<file path="src/rtl/gcn_pkg.sv">
// Shared GCN definitions: argmax FSM state encoding and default datapath widths
// common to the combination and argmax stages.
package gcn_pkg;

  typedef enum logic [1:0] {
    IDLE = 2'd0,
    SCAN = 2'd1,
    DONE = 2'd2
  } argmax_state_t;

  localparam int GCN_DOT_PROD_WIDTH    = 16;
  localparam int GCN_MAX_ADDRESS_WIDTH = 2;
  localparam int GCN_FEATURE_ROWS      = 6;
  localparam int GCN_WEIGHT_COLS       = 3;

endpackage

</file>
<file path="src/rtl/gcn_argmax_block_if.sv">
// Bus between the combination stage (master) and the argmax block (slave):
// start/finish handshake, row-addressed result memory read, and per-node classes.
interface gcn_argmax_block_if
  import gcn_pkg::*;
#(
  parameter int FEATURE_ROWS      = GCN_FEATURE_ROWS,
  parameter int WEIGHT_COLS       = GCN_WEIGHT_COLS,
  parameter int DOT_PROD_WIDTH    = GCN_DOT_PROD_WIDTH,
  parameter int MAX_ADDRESS_WIDTH = GCN_MAX_ADDRESS_WIDTH,
  parameter int FEATURE_WIDTH     = $clog2(FEATURE_ROWS)
);

  logic                                                done_comb;
  logic [0:WEIGHT_COLS-1][DOT_PROD_WIDTH-1:0]          fm_wm_adj_out;
  logic [FEATURE_WIDTH-1:0]                            read_row_adj;
  logic [0:FEATURE_ROWS-1][MAX_ADDRESS_WIDTH-1:0]      max_addi_answer;
  logic                                                done;

  modport master (
    output done_comb,
    output fm_wm_adj_out,
    input  read_row_adj,
    input  max_addi_answer,
    input  done
  );

  modport slave (
    input  done_comb,
    input  fm_wm_adj_out,
    output read_row_adj,
    output max_addi_answer,
    output done
  );

endinterface

</file>
<file path="src/rtl/gcn_row_argmax.sv">
// Combinational argmax of one result row: linear compare chain, unsigned,
// a later column only wins when strictly greater so ties keep the lowest index.
module gcn_row_argmax
  import gcn_pkg::*;
#(
  parameter int WEIGHT_COLS       = GCN_WEIGHT_COLS,
  parameter int DOT_PROD_WIDTH    = GCN_DOT_PROD_WIDTH,
  parameter int MAX_ADDRESS_WIDTH = GCN_MAX_ADDRESS_WIDTH
) (
  input  logic [0:WEIGHT_COLS-1][DOT_PROD_WIDTH-1:0] i_row,
  output logic [MAX_ADDRESS_WIDTH-1:0]               o_idx
);

  logic [DOT_PROD_WIDTH-1:0]    w_best_val [WEIGHT_COLS];
  logic [MAX_ADDRESS_WIDTH-1:0] w_best_idx [WEIGHT_COLS];

  assign w_best_val[0] = i_row[0];
  assign w_best_idx[0] = '0;

  for (genvar gi = 1; gi < WEIGHT_COLS; gi++) begin : g_chain
    logic w_take;
    assign w_take        = i_row[gi] > w_best_val[gi-1];
    assign w_best_val[gi] = w_take ? i_row[gi] : w_best_val[gi-1];
    assign w_best_idx[gi] = w_take ? MAX_ADDRESS_WIDTH'(gi) : w_best_idx[gi-1];
  end

  assign o_idx = w_best_idx[WEIGHT_COLS-1];

endmodule

</file>
<file path="src/rtl/gcn_argmax_block.sv">
// Final GCN classification stage: after done_comb, scans the result memory one
// row per cycle, latches each row's argmax class, then holds done until released.
module gcn_argmax_block
  import gcn_pkg::*;
#(
  parameter int FEATURE_ROWS      = GCN_FEATURE_ROWS,
  parameter int WEIGHT_COLS       = GCN_WEIGHT_COLS,
  parameter int DOT_PROD_WIDTH    = GCN_DOT_PROD_WIDTH,
  parameter int MAX_ADDRESS_WIDTH = GCN_MAX_ADDRESS_WIDTH
) (
  input  logic                 clk,
  input  logic                 reset,
  gcn_argmax_block_if.slave    bus
);

  localparam int FEATURE_WIDTH = $clog2(FEATURE_ROWS);

  argmax_state_t                                  r_state;
  logic [FEATURE_WIDTH-1:0]                       r_row_cnt;
  logic                                           r_done;
  logic [0:FEATURE_ROWS-1][MAX_ADDRESS_WIDTH-1:0] r_answers;
  logic [MAX_ADDRESS_WIDTH-1:0]                   w_row_idx;

  gcn_row_argmax #(
    .WEIGHT_COLS       (WEIGHT_COLS),
    .DOT_PROD_WIDTH    (DOT_PROD_WIDTH),
    .MAX_ADDRESS_WIDTH (MAX_ADDRESS_WIDTH)
  ) u_row_argmax (
    .i_row (bus.fm_wm_adj_out),
    .o_idx (w_row_idx)
  );

  always_ff @(posedge clk or negedge reset) begin
    if (!reset) begin
      r_state   <= IDLE;
      r_row_cnt <= '0;
      r_done    <= 1'b0;
      r_answers <= '0;
    end else begin
      case (r_state)
        IDLE: begin
          r_done <= 1'b0;
          if (bus.done_comb) begin
            r_state   <= SCAN;
            r_row_cnt <= '0;
          end
        end
        SCAN: begin
          for (int i = 0; i < FEATURE_ROWS; i++) begin
            if (r_row_cnt == FEATURE_WIDTH'(i)) r_answers[i] <= w_row_idx;
          end
          if (r_row_cnt == FEATURE_WIDTH'(FEATURE_ROWS - 1)) r_state <= DONE;
          else r_row_cnt <= r_row_cnt + 1'b1;
        end
        DONE: begin
          // done always rises for at least one cycle, even if done_comb already dropped
          r_done <= !r_done || bus.done_comb;
          if (!bus.done_comb) r_state <= IDLE;
        end
        default: r_state <= IDLE;
      endcase
    end
  end

  assign bus.read_row_adj    = (r_state == SCAN) ? r_row_cnt : '0;
  assign bus.max_addi_answer = r_answers;
  assign bus.done            = r_done;

endmodule

</file>
<file path="src/flat_wrapper.sv">
// flat-port wrapper written by rule: the top's interface ports become plain ports
module gcn_argmax_block_flat import gcn_pkg::*;
#(
  parameter int FEATURE_ROWS      = GCN_FEATURE_ROWS,
  parameter int WEIGHT_COLS       = GCN_WEIGHT_COLS,
  parameter int DOT_PROD_WIDTH    = GCN_DOT_PROD_WIDTH,
  parameter int MAX_ADDRESS_WIDTH = GCN_MAX_ADDRESS_WIDTH
)
  (clk, reset, bus_done_comb, bus_fm_wm_adj_out, bus_read_row_adj, bus_max_addi_answer, bus_done);
  gcn_argmax_block_if #(.FEATURE_ROWS(FEATURE_ROWS), .WEIGHT_COLS(WEIGHT_COLS), .DOT_PROD_WIDTH(DOT_PROD_WIDTH), .MAX_ADDRESS_WIDTH(MAX_ADDRESS_WIDTH)) bus_i ();
  input  logic clk;
  input  logic reset;
  input wire logic [$bits(bus_i.done_comb)-1:0] bus_done_comb;
  input wire logic [$bits(bus_i.fm_wm_adj_out)-1:0] bus_fm_wm_adj_out;
  output wire logic [$bits(bus_i.read_row_adj)-1:0] bus_read_row_adj;
  output wire logic [$bits(bus_i.max_addi_answer)-1:0] bus_max_addi_answer;
  output wire logic [$bits(bus_i.done)-1:0] bus_done;
  assign bus_i.done_comb = bus_done_comb;
  assign bus_i.fm_wm_adj_out = bus_fm_wm_adj_out;
  assign bus_read_row_adj = bus_i.read_row_adj;
  assign bus_max_addi_answer = bus_i.max_addi_answer;
  assign bus_done = bus_i.done;
  gcn_argmax_block #(.FEATURE_ROWS(FEATURE_ROWS), .WEIGHT_COLS(WEIGHT_COLS), .DOT_PROD_WIDTH(DOT_PROD_WIDTH), .MAX_ADDRESS_WIDTH(MAX_ADDRESS_WIDTH)) u_core (.clk(clk), .reset(reset), .bus(bus_i));
endmodule
</file>
<file path="config.mk">
export PLATFORM = sky130hd
export DESIGN_NAME = gcn_argmax_block_flat
export DESIGN_NICKNAME = d
export VERILOG_FILES = /design/src/rtl/gcn_pkg.sv /design/src/rtl/gcn_argmax_block_if.sv /design/src/rtl/gcn_row_argmax.sv /design/src/rtl/gcn_argmax_block.sv /design/src/flat_wrapper.sv
export SDC_FILE = /design/constraint.sdc
export NUM_CORES = 1
export LEC_CHECK = 0
export ABC_AREA = 1
export CAP_MARGIN = 20
export CORE_MARGIN = 2
export CORE_UTILIZATION = 40
export DETAILED_ROUTE_END_ITERATION = 6
export PLACE_DENSITY = 0.74
export SETUP_SLACK_MARGIN = 0.5
export SLEW_MARGIN = 20
export SYNTH_ARGS = -nofsm -noshare
export SYNTH_HDL_FRONTEND = slang
export SYNTH_HIERARCHICAL = 1
export SYNTH_SLANG_ARGS = --single-unit
export TNS_END_PERCENT = 30
</file>
<file path="constraint.sdc">
create_clock -name clk -period 1.1 [get_ports clk]
set_input_delay 0.33 -clock clk [delete_from_list [all_inputs] [get_ports clk]]
set_output_delay 0.33 -clock clk [all_outputs]
set_load 0.1 [all_outputs]
</file>
* Word-level counts from Yosys, hierarchy flattened
Cells that the tools add are included.
W data, S select, Z words.
** Storage, ports and cells
- Flip-flop bits (word level) :: 18
- Input port bits :: 51
** Operators by class
- Reduce and logical (&&, ||, !) cells :: 14
- Eq/ne operators :: 11
- Order comparisons :: 2
- Mux-type cells :: 12
- Add/sub/neg operators :: 1
** Operator list (number)
- $gt A16 B16 Y1 :: 2
- $mux W16 :: 1
- $reduce_and A2 Y1 :: 6
- $mux W3 :: 3
- $mux W2 :: 4
- $eq A3 B2 Y1 const B :: 2
- $eq A3 B3 Y1 const B :: 2
- $ne A2 B2 Y1 const B :: 3
- $pmux W2 S3 :: 1
- $pmux W3 S2 :: 1
- $reduce_and A3 Y1 :: 2
- $reduce_bool A2 Y1 :: 2
- $add A3 B1 Y3 const B :: 1
- $eq A3 B1 Y1 const B :: 1
- $logic_not A3 Y1 :: 1
- $eq A2 B1 Y1 const B :: 1
- $eq A2 B2 Y1 const B :: 1
- $logic_not A2 Y1 :: 1
- $ne A2 B1 Y1 const B :: 1
- $pmux W1 S2 :: 1
- $logic_not A1 Y1 :: 1
- $logic_or A1 B1 Y1 :: 1
- $mux W1 :: 1

* Longest topological paths before layout
Gate-level depths: netlist of the first run.
- Word-level depth :: 4
- Depth in mapped cells :: 28
- Mapped depth without buffers :: 27

* Hierarchy
The synthesis of the first run kept the hierarchy.
** By module, submodules not included
- gcn_row_argmax :: cells each 191, instances 1, sequential area each 0.0 µm², area each 1127.3 µm²
- gcn_argmax_block :: cells each 110, instances 1, sequential area each 450.4 µm², area each 948.4 µm²

* Least setup slack after synthesis of the first run
No wires, ideal clock.
- Path kind :: input to register
- From :: input bus_fm_wm_adj_out[47]
- To :: register u_core.r_answers (netlist bit u_core/bus.max_addi_answer[10])
- Slack :: -1.734 ns
- Data arrival time :: 2.712 ns
- Data required time :: 0.978 ns
- Stages on the path :: 20
- Path buffers :: 1
- Cell sequence :: inv_1 -> ha_1 -> nand2_2 -> nor3_4 -> nand2_1 -> nand2_4 -> nand2_4 -> buf_8 -> nand2_1 -> nand2_1 -> ha_1 -> nand2_1 -> nor2_1 -> nand2_1 -> inv_1 -> nand2_1 -> a21oi_1 -> nor2_4 -> nand3_1 -> nand2_1
** Between the ends
- Cells in the longest elaborated chain, start to end :: 4
- Elaborated cells between the ends (all ways) :: 5
** Ends and longest elaborated chain
- start, declared :: line flat_wrapper.sv:14 : input wire logic [$bits(bus_i.fm_wm_adj_out)-1:0] bus_fm_wm_adj_out;
- $gt A16 B16 Y1 :: line gcn_row_argmax.sv:22 : assign w_take = i_row[gi] > w_best_val[gi-1];
- $mux W16 :: line gcn_row_argmax.sv:23 : assign w_best_val[gi] = w_take ? i_row[gi] : w_best_val[gi-1];
- $gt A16 B16 Y1 :: line gcn_row_argmax.sv:22
- $mux W2 * :: line gcn_row_argmax.sv:24 : assign w_best_idx[gi] = w_take ? MAX_ADDRESS_WIDTH'(gi) : w_best_idx[gi-1];
- net u_core.w_row_idx[0] :: line gcn_argmax_block.sv:22 : logic [MAX_ADDRESS_WIDTH-1:0] w_row_idx;
- end signal, assigned by index :: line gcn_argmax_block.sv:50 : if (r_row_cnt == FEATURE_WIDTH'(i)) r_answers[i] <= w_row_idx;
- end, declared :: line gcn_argmax_block.sv:21 : logic [0:FEATURE_ROWS-1][MAX_ADDRESS_WIDTH-1:0] r_answers;
Mark *: on every way through the listed nets, which the timed path passes. The rest lies on a longest branch.
A chain may end at the register's enable or synchronous reset.

* Final worst setup path of the first run
- From :: input bus_fm_wm_adj_out[26]
- To :: register u_core.r_answers (netlist bit u_core/bus.max_addi_answer[8])
Same word-level chain as after synthesis.

==> results.py, run 1 <==
metrics = {
    "run_status": {
        "outcome": "finished with violations",
        "violations": "negative setup slack",
    },
    "pwr": {
        "comb_power_share": 0.775,
        "p_int_mw": 3.72,
        "total_power_mw": 8.29,
        "p_clk_frac": 0.066,
        "irDropWorstVdd_v": 0.00161,
        "power.leakage_nw": 2.13,
        "power_switching_share": 0.551,
        "power_density_mw_per_mm2": 1960,
        "power.switching_mw": 4.57,
        "pwr-share-seq": 0.159,
    },
    "global_routing": {
        "grt_max_degree": 19,
        "grt_first_pass_wirelength_um": 11800,
        "first_global_vias": 2668,
        "grt_antenna_before_repair": 0,
        "grt.total_usage": 0.249,
        "grt-ovfl-total": 0,
    },
    "critical_path": {
        "path_class": "in2reg",
        "critical-path-top-delay-family": "simple AND/OR/NAND/NOR gates",
        "cp_max_fo": 6,
        "critical_path_arrival_ns": 3.13,
        "critical-path-slowest-cell": "nor3_4",
        "crit_path_cell_trace": "buf_8 > ha_4 > nand4_1 > nor3_4 > nand4_4 > buf_12 > nand2_8 > buf_8 > nand2_1 > nand2_2 > ha_4 > a21oi_2 > o21ai_1 > a21oi_2 > a21oi_4 > nor2_4 > nand3_2 > nand2_1",
        "critPathCaptureType": "register",
        "worstPathRequired_ns": 1.29,
        "cpPeakStageDelay_ns": 0.30,
        "timing.critical_path.buf_inv": 3,
        "critical_path.startpoint_type": "primary input",
    },
    "synth": {
        "synth_cell_types": 25,
        "yosysSeqAreaShare": 0.217,
        "syn_avg_cell_area_um2": 6.90,
        "synth_warnings": 6,
        "synth.cell_area_mm2": 0.00208,
        "synthesis.instances": 301,
        "postSynthNetCount": 389,
        "synth.ff_latch_count": 18,
    },
    "sta": {
        "slew_violations": 0,
        "finalCritPeriodShare": 2.67,
        "fin_crit_ns": 2.94,
        "timing.max_slew.rel_slack": 0.827,
        "worst_hold_slack_ns": 0.0524,
        "max_freq_mhz": 340,
        "finalSetupViolations": 31,
        "grt_setup_unrepaired": "yes",
        "finalHoldViolations": 0,
        "worst_slew_pin_slew_ns": 0.257,
        "post-route-worst-setup-slack_ns": -1.84,
        "fin_worst_skew_ns": 0.00436,
    },
    "floorplanning": {
        "starting_density": 0.412,
        "floorplan.die.height_um": 76.0,
        "die_x_um": 76.0,
        "die_area_mm2": 0.00578,
        "rows": 26,
        "core_region_area_mm2": 0.00504,
        "ioPinCount": 67,
    },
    "routing": {
        "route.detailed.vias_per_inst": 5.29,
        "drt-initial-drc-count": 227,
        "totalWireLength_um": 8950,
        "routed_wire_length_per_instance_um": 17.5,
        "drtPass1Iterations": 5,
        "ant_nets": 0,
        "num_vias": 2702,
        "route.detailed.drc": 0,
    },
    "cells_and_area": {
        "area.sequential_um2": 453,
        "fillCellCount": 241,
        "multi_input_gate_area_in_the_final_layout_mm2": 0.00200,
        "drive_above_1_share": 0.560,
        "fin_nets": 530,
        "insertedDiodeCount": 0,
        "final_standard_cell_count_with_taps_included_and_fillers_excluded": 511,
        "area_growth_pct": 104,
    },
    "placed_design": {
        "post-dp-hpwl_um": 4480,
        "placed_cells_incl_taps": 467,
        "port_buffers": 66,
        "post-place-ws_ns": -2.35,
        "place_congestion": 0.864,
    },
    "cts": {
        "cts_hold_buf": 0,
        "tritoncts": "done",
        "ctsHtreeMaxLevel": 1,
        "clk_root_buffer_cell": "clkbuf_8",
        "ctsLongestPathBuffers": 2,
        "cts_made_buffers": 3,
        "clk-insertion-delay-late_ns": 0.25,
        "cts.clk_slew.worst_paths_ns": 0.07,
        "cts_sinks": 18,
    },
    "run": {
        "maxCapViolCount": 0,
    },
    "hold_path": {
        "min_path_type": "in2async",
    },
}
Yosys cell counts:
cell type | instances | area, um^2
a21o_1 | 1 | 7.51
a21oi_1 | 15 | 75.1
buf_12 | 1 | 20.0
buf_2 | 1 | 5.00
buf_4 | 1 | 7.51
buf_6 | 2 | 22.5
buf_8 | 1 | 15.0
dfrtp_1 | 18 | 450
ha_1 | 37 | 463
inv_1 | 51 | 191
inv_2 | 1 | 3.75
inv_6 | 1 | 8.76
nand2_1 | 103 | 387
nand2_2 | 1 | 6.26
nand2_4 | 4 | 45.0
nand2_8 | 1 | 20.0
nand3_1 | 29 | 145
nand4_1 | 6 | 37.5
nand4_4 | 1 | 21.3
nor2_1 | 16 | 60.1
nor2_2 | 1 | 6.26
nor2_4 | 3 | 33.8
nor3_4 | 1 | 16.3
o21a_1 | 1 | 7.51
o21ai_0 | 4 | 20.0
stage by stage:
| step | setup TNS [ns] | cell area, um^2 | util |
|---|---|---|---|
| after detailed placement | -28.38 | 3390 | 0.672 |
| final | -23.63 | 4230 | 0.839 |
| after CTS | -21.17 | 3940 | 0.782 |
| after global placement | -27.66 | 3390 | 0.672 |
| after floorplan | -22.10 | 2260 | - |
| after global routing | -25.78 | 4230 | 0.839 |
power groups by stage:
stage               Clock (mW)  Combinational (mW)  Sequential (mW)
CTS                      0.550                5.86             1.29
floorplan                    0                2.15             2.59
detailed placement           0                5.40             1.29
global route             0.564                6.68             1.35
global placement             0                5.29             1.28
finish                   0.550                6.43             1.32
layout by cell type, fill, tap and decap left out, types with 4 or more instances in the layout:
cell type	netlist	layout
inv_1	51	32
nand2_4	4	16
inv_2	1	15
nand2_2	1	22
nand3_2	0	12
buf_12	1	19
buf_8	1	4
a21oi_1	15	6
nor2_1	16	10
nand4_1	6	6
buf_6	2	13
clkdlybuf4s50_1	0	17
dfrtp_1	18	16
nand3_1	29	17
clkbuf_2	0	16
a21oi_2	0	8
nand2_1	103	69
inv_4	0	4
ha_4	0	28
buf_4	1	64
nor2_4	3	8
clkdlybuf4s15_1	0	4
clkbuf_8	0	4
ha_1	37	9
sequential cells by signal (all words and copies together), names as in the netlist:
name	count
u_core/bus.max_addi_answer	12
u_core/r_state	2
u_core/bus.done	1
u_core/r_row_cnt	3
path summary, 6_finish.rpt:
path                                          startpoint                             to  slack (ns)  depth (start not counted)
setup / recovery                   bus_fm_wm_adj_out[26]  u_core/bus.max_addi_answer[8]       -1.84                         18
hold / removal                                     reset  u_core/bus.max_addi_answer[6]        0.05                          2
setup reg to reg                     u_core/r_row_cnt[0]  u_core/bus.max_addi_answer[7]       -0.27                          7
hold reg to reg            u_core/bus.max_addi_answer[6]  u_core/bus.max_addi_answer[6]        0.55                          2
max in group asynchronous                          reset              u_core/r_state[0]        0.91                          2
min in group clk           u_core/bus.max_addi_answer[6]  u_core/bus.max_addi_answer[6]        0.55                          2
cell families (layout without fill, tap and decap cells):
group | count (synthesis) | count (layout) | share of synthesized area
and+or+nand+nor | 166 | 166 | 0.375
buffers and inverters | 59 | 199 | 0.132
adders and majority gates | 37 | 37 | 0.223
AOI/OAI and AO/OA | 21 | 21 | 0.0530
DFF | 18 | 18 | 0.217
layer usage:
metal / share of wire / wire length, um / vias to the layer above / track usage
met5: 0 / 0 / - / 0
met1: 0.35 / 3120 / 1254 / 0.259
met4: 0.070 / 627 / 0 / 0.113
met2: 0.53 / 4710 / 148 / 0.487
li1: - / - / 1237 / -
met3: 0.056 / 502 / 63 / 0.0415
area by class of cell:
| type | count | area share |
|---|---|---|
| multi-input cells | 224 | 0.473 |
| flip-flops and latches | 18 | 0.107 |
| inverters | 53 | 0.0535 |
| clock buffers | 4 | 0.0130 |
| repair buffers | 142 | 0.332 |
| well taps | 70 | 0.0207 |
repair_timing:
| item | in CTS | in global routing |
|---|---|---|
| endpoints found under the setup margin | 34 | 35 |
| endpoints found under the hold margin | 0 | 0 |
| pin swaps | 56 | 59 |
| resized for setup | 137 | 93 |
| setup buffers | 37 | 3 |
Note: power is estimated with default switching activity, not from simulation.
==> inputs of run 2 (changes only) <==
Settings changed: ABC_CLOCK_PERIOD_IN_PS set to 1100.
==> results of run 2 <==
No change in the layout: final DEF, timing and power equal those of run 1.
==> inputs of run 3 (changes only) <==
Settings changed: ABC_CLOCK_PERIOD_IN_PS 1100 to 2630.
Clock period 1.1 ns to 2.63 ns, I/O delays scaled along.
==> results.py, run 3 (synthesized netlist as in run 1, its figures left out) <==
metrics = {
    "placed_design": {
        "port_buffers": 66,
        "post-dp-hpwl_um": 4280,
        "place_congestion": 0.814,
        "place_area_mm2": 0.00314,
    },
    "cts": {
        "tritoncts": "done",
        "clk_root_buffer_cell": "clkbuf_8",
        "cts_sinks": 18,
        "clk-insertion-delay-late_ns": 0.26,
        "cts_made_buffers": 3,
        "ctsLongestPathBuffers": 2,
        "ctsHtreeMaxLevel": 1,
        "cts.clk_slew.worst_paths_ns": 0.07,
        "cts_hold_buf": 0,
    },
    "cells_and_area": {
        "final_cell_mix": "nand2_1 (76), buf_4 (46), inv_1 (35)",
        "drive_above_1_share": 0.499,
        "fillCellCount": 338,
        "finalInstanceArea_mm2": 0.00381,
        "fin_nets": 496,
        "insertedDiodeCount": 0,
        "leading_cell_type_in_the_layout_fill_and_taps_excluded": "nand2_1",
        "largest_register_ff_count": 12,
        "area_growth_pct": 83.5,
    },
    "critical_path": {
        "path_class": "in2reg",
        "timing.rr.start": "u_core/r_row_cnt[1]",
        "critical_path_arrival_ns": 3.38,
        "timing.reg2reg.setup_slack_ns": 1.31,
        "cp_max_fo": 8,
        "worstPathRequired_ns": 2.83,
        "critPathCaptureType": "register",
        "reg2regPathDepth": 6,
        "reg2reg_to": "u_core/r_row_cnt[2]",
        "critical_path.startpoint_type": "primary input",
    },
    "pwr": {
        "p_int_mw": 1.21,
        "power.leakage_nw": 1.89,
        "p_clk_frac": 0.078,
        "pwr-share-seq": 0.180,
        "irDropWorstVdd_v": 0.000729,
        "power_density_mw_per_mm2": 761,
        "comb_power_share": 0.741,
        "power.switching_mw": 1.69,
        "power_switching_share": 0.583,
        "total_power_mw": 2.90,
    },
    "hold_path": {
        "hold_path_end": "u_core/bus.max_addi_answer[11]",
        "hold_path.startpoint": "u_core/bus.max_addi_answer[11]",
        "hold_path_depth": 2,
        "min_path_type": "reg2reg",
    },
    "sta": {
        "finalHoldViolations": 0,
        "finalSetupViolations": 12,
        "post-route-worst-setup-slack_ns": -0.548,
        "worst_hold_slack_ns": 0.477,
        "slew_violations": 0,
        "grt_setup_unrepaired": "yes",
        "fin_crit_ns": 3.18,
        "timing.max_slew.rel_slack": 0.820,
        "timing.setup.tns_ns": -6.30,
        "fin_worst_skew_ns": 0.00122,
        "worst_slew_pin_slew_ns": 0.269,
        "max_freq_mhz": 315,
        "finalCritPeriodShare": 1.21,
    },
    "routing": {
        "num_vias": 2366,
        "drtPass1Iterations": 4,
        "route.detailed.vias_per_inst": 4.96,
        "ant_nets": 0,
        "route.detailed.drc": 0,
        "drt-initial-drc-count": 82,
        "totalWireLength_um": 6570,
        "routed_wire_length_per_instance_um": 13.8,
    },
    "run_status": {
        "violations": "negative setup slack",
        "outcome": "finished with violations",
    },
    "floorplanning": {
        "die_area_mm2": 0.00578,
        "ioPinCount": 67,
        "core_region_area_mm2": 0.00504,
        "floorplan.die.height_um": 76.0,
        "die_x_um": 76.0,
        "rows": 26,
        "starting_density": 0.412,
    },
    "run": {
        "maxCapViolCount": 0,
    },
    "global_routing": {
        "grt.total_usage": 0.203,
        "grt-ovfl-total": 0,
        "first_global_vias": 2330,
        "grt_first_pass_wirelength_um": 9920,
        "grt_antenna_before_repair": 0,
        "grt_max_degree": 19,
    },
}
[run 3: power groups by stage]
stage	clock network, mW	registers [mW]	logic (mW)
global route	0.247	0.544	2.29
detailed placement	0	0.523	1.91
CTS	0.234	0.520	2.04
floorplan	0	1.08	0.899
global placement	0	0.519	1.88
finish	0.227	0.523	2.15
[run 3: what timing repair did]
| item | 4_1_cts | 5_1_grt |
|---|---|---|
| resized for setup | 156 | 51 |
| pin swaps | 72 | 40 |
| setup endpoints to repair | 15 | 13 |
| setup buffers | 12 | 2 |
| gates cloned | 2 | 0 |
[run 3: per-stage QoR]
step,worst slack [ns],utilization,cells
2_1_floorplan,-0.392,-,301
3_3_place_gp,-1.17,0.622,457
3_5_place_dp,-1.25,0.622,457
4_1_cts,-0.408,0.709,475
5_1_grt,-0.692,0.756,477
6_report,-0.548,0.756,477
[run 3: area by class of cell]
| cell class | count | area [um^2] | area share |
|---|---|---|---|
| clock buffer | 4 | 55.1 | 0.0144 |
| inverter | 53 | 226 | 0.0594 |
| multi-input combinational | 225 | 1980 | 0.519 |
| sequential | 18 | 453 | 0.119 |
| tap | 70 | 87.6 | 0.0230 |
| timing repair buffer | 107 | 1010 | 0.265 |
[run 3: layer usage]
layer / vias to the layer above / share of wire / track usage
met5: - / 0 / 0
met4: 0 / 0.020 / 0.0509
met3: 13 / 0.035 / 0.0261
met2: 71 / 0.53 / 0.385
met1: 1109 / 0.41 / 0.241
li1: 1173 / - / -
[run 3: worst max-delay path by stage]
stage / end / depth (start not counted) / start
floorplan: u_core/bus.max_addi_answer[10] / 20 / bus_fm_wm_adj_out[41]
global placement: u_core/bus.max_addi_answer[0] / 19 / bus_fm_wm_adj_out[41]
detailed placement: u_core/bus.max_addi_answer[8] / 19 / bus_fm_wm_adj_out[41]
CTS: u_core/bus.max_addi_answer[7] / 20 / bus_fm_wm_adj_out[41]
global route: u_core/bus.max_addi_answer[11] / 19 / bus_fm_wm_adj_out[41]
finish: u_core/bus.max_addi_answer[7] / 19 / bus_fm_wm_adj_out[41]
[run 3: critical path: stages]
cell and delay (ns):
buf_8 0.09, inv_12 0.03, ha_4 0.25, nand4_1 0.18, nor3_4 0.32, nand4_4 0.20
buf_12 0.19, nand3_1 0.10, nand2_1 0.07, ha_1 0.29, nand2_2 0.07, nor2_4 0.11
nand2_2 0.09, inv_2 0.06, nand2_2 0.06, a21oi_4 0.19, buf_12 0.15, nand3_2 0.07
nand2_1 0.07
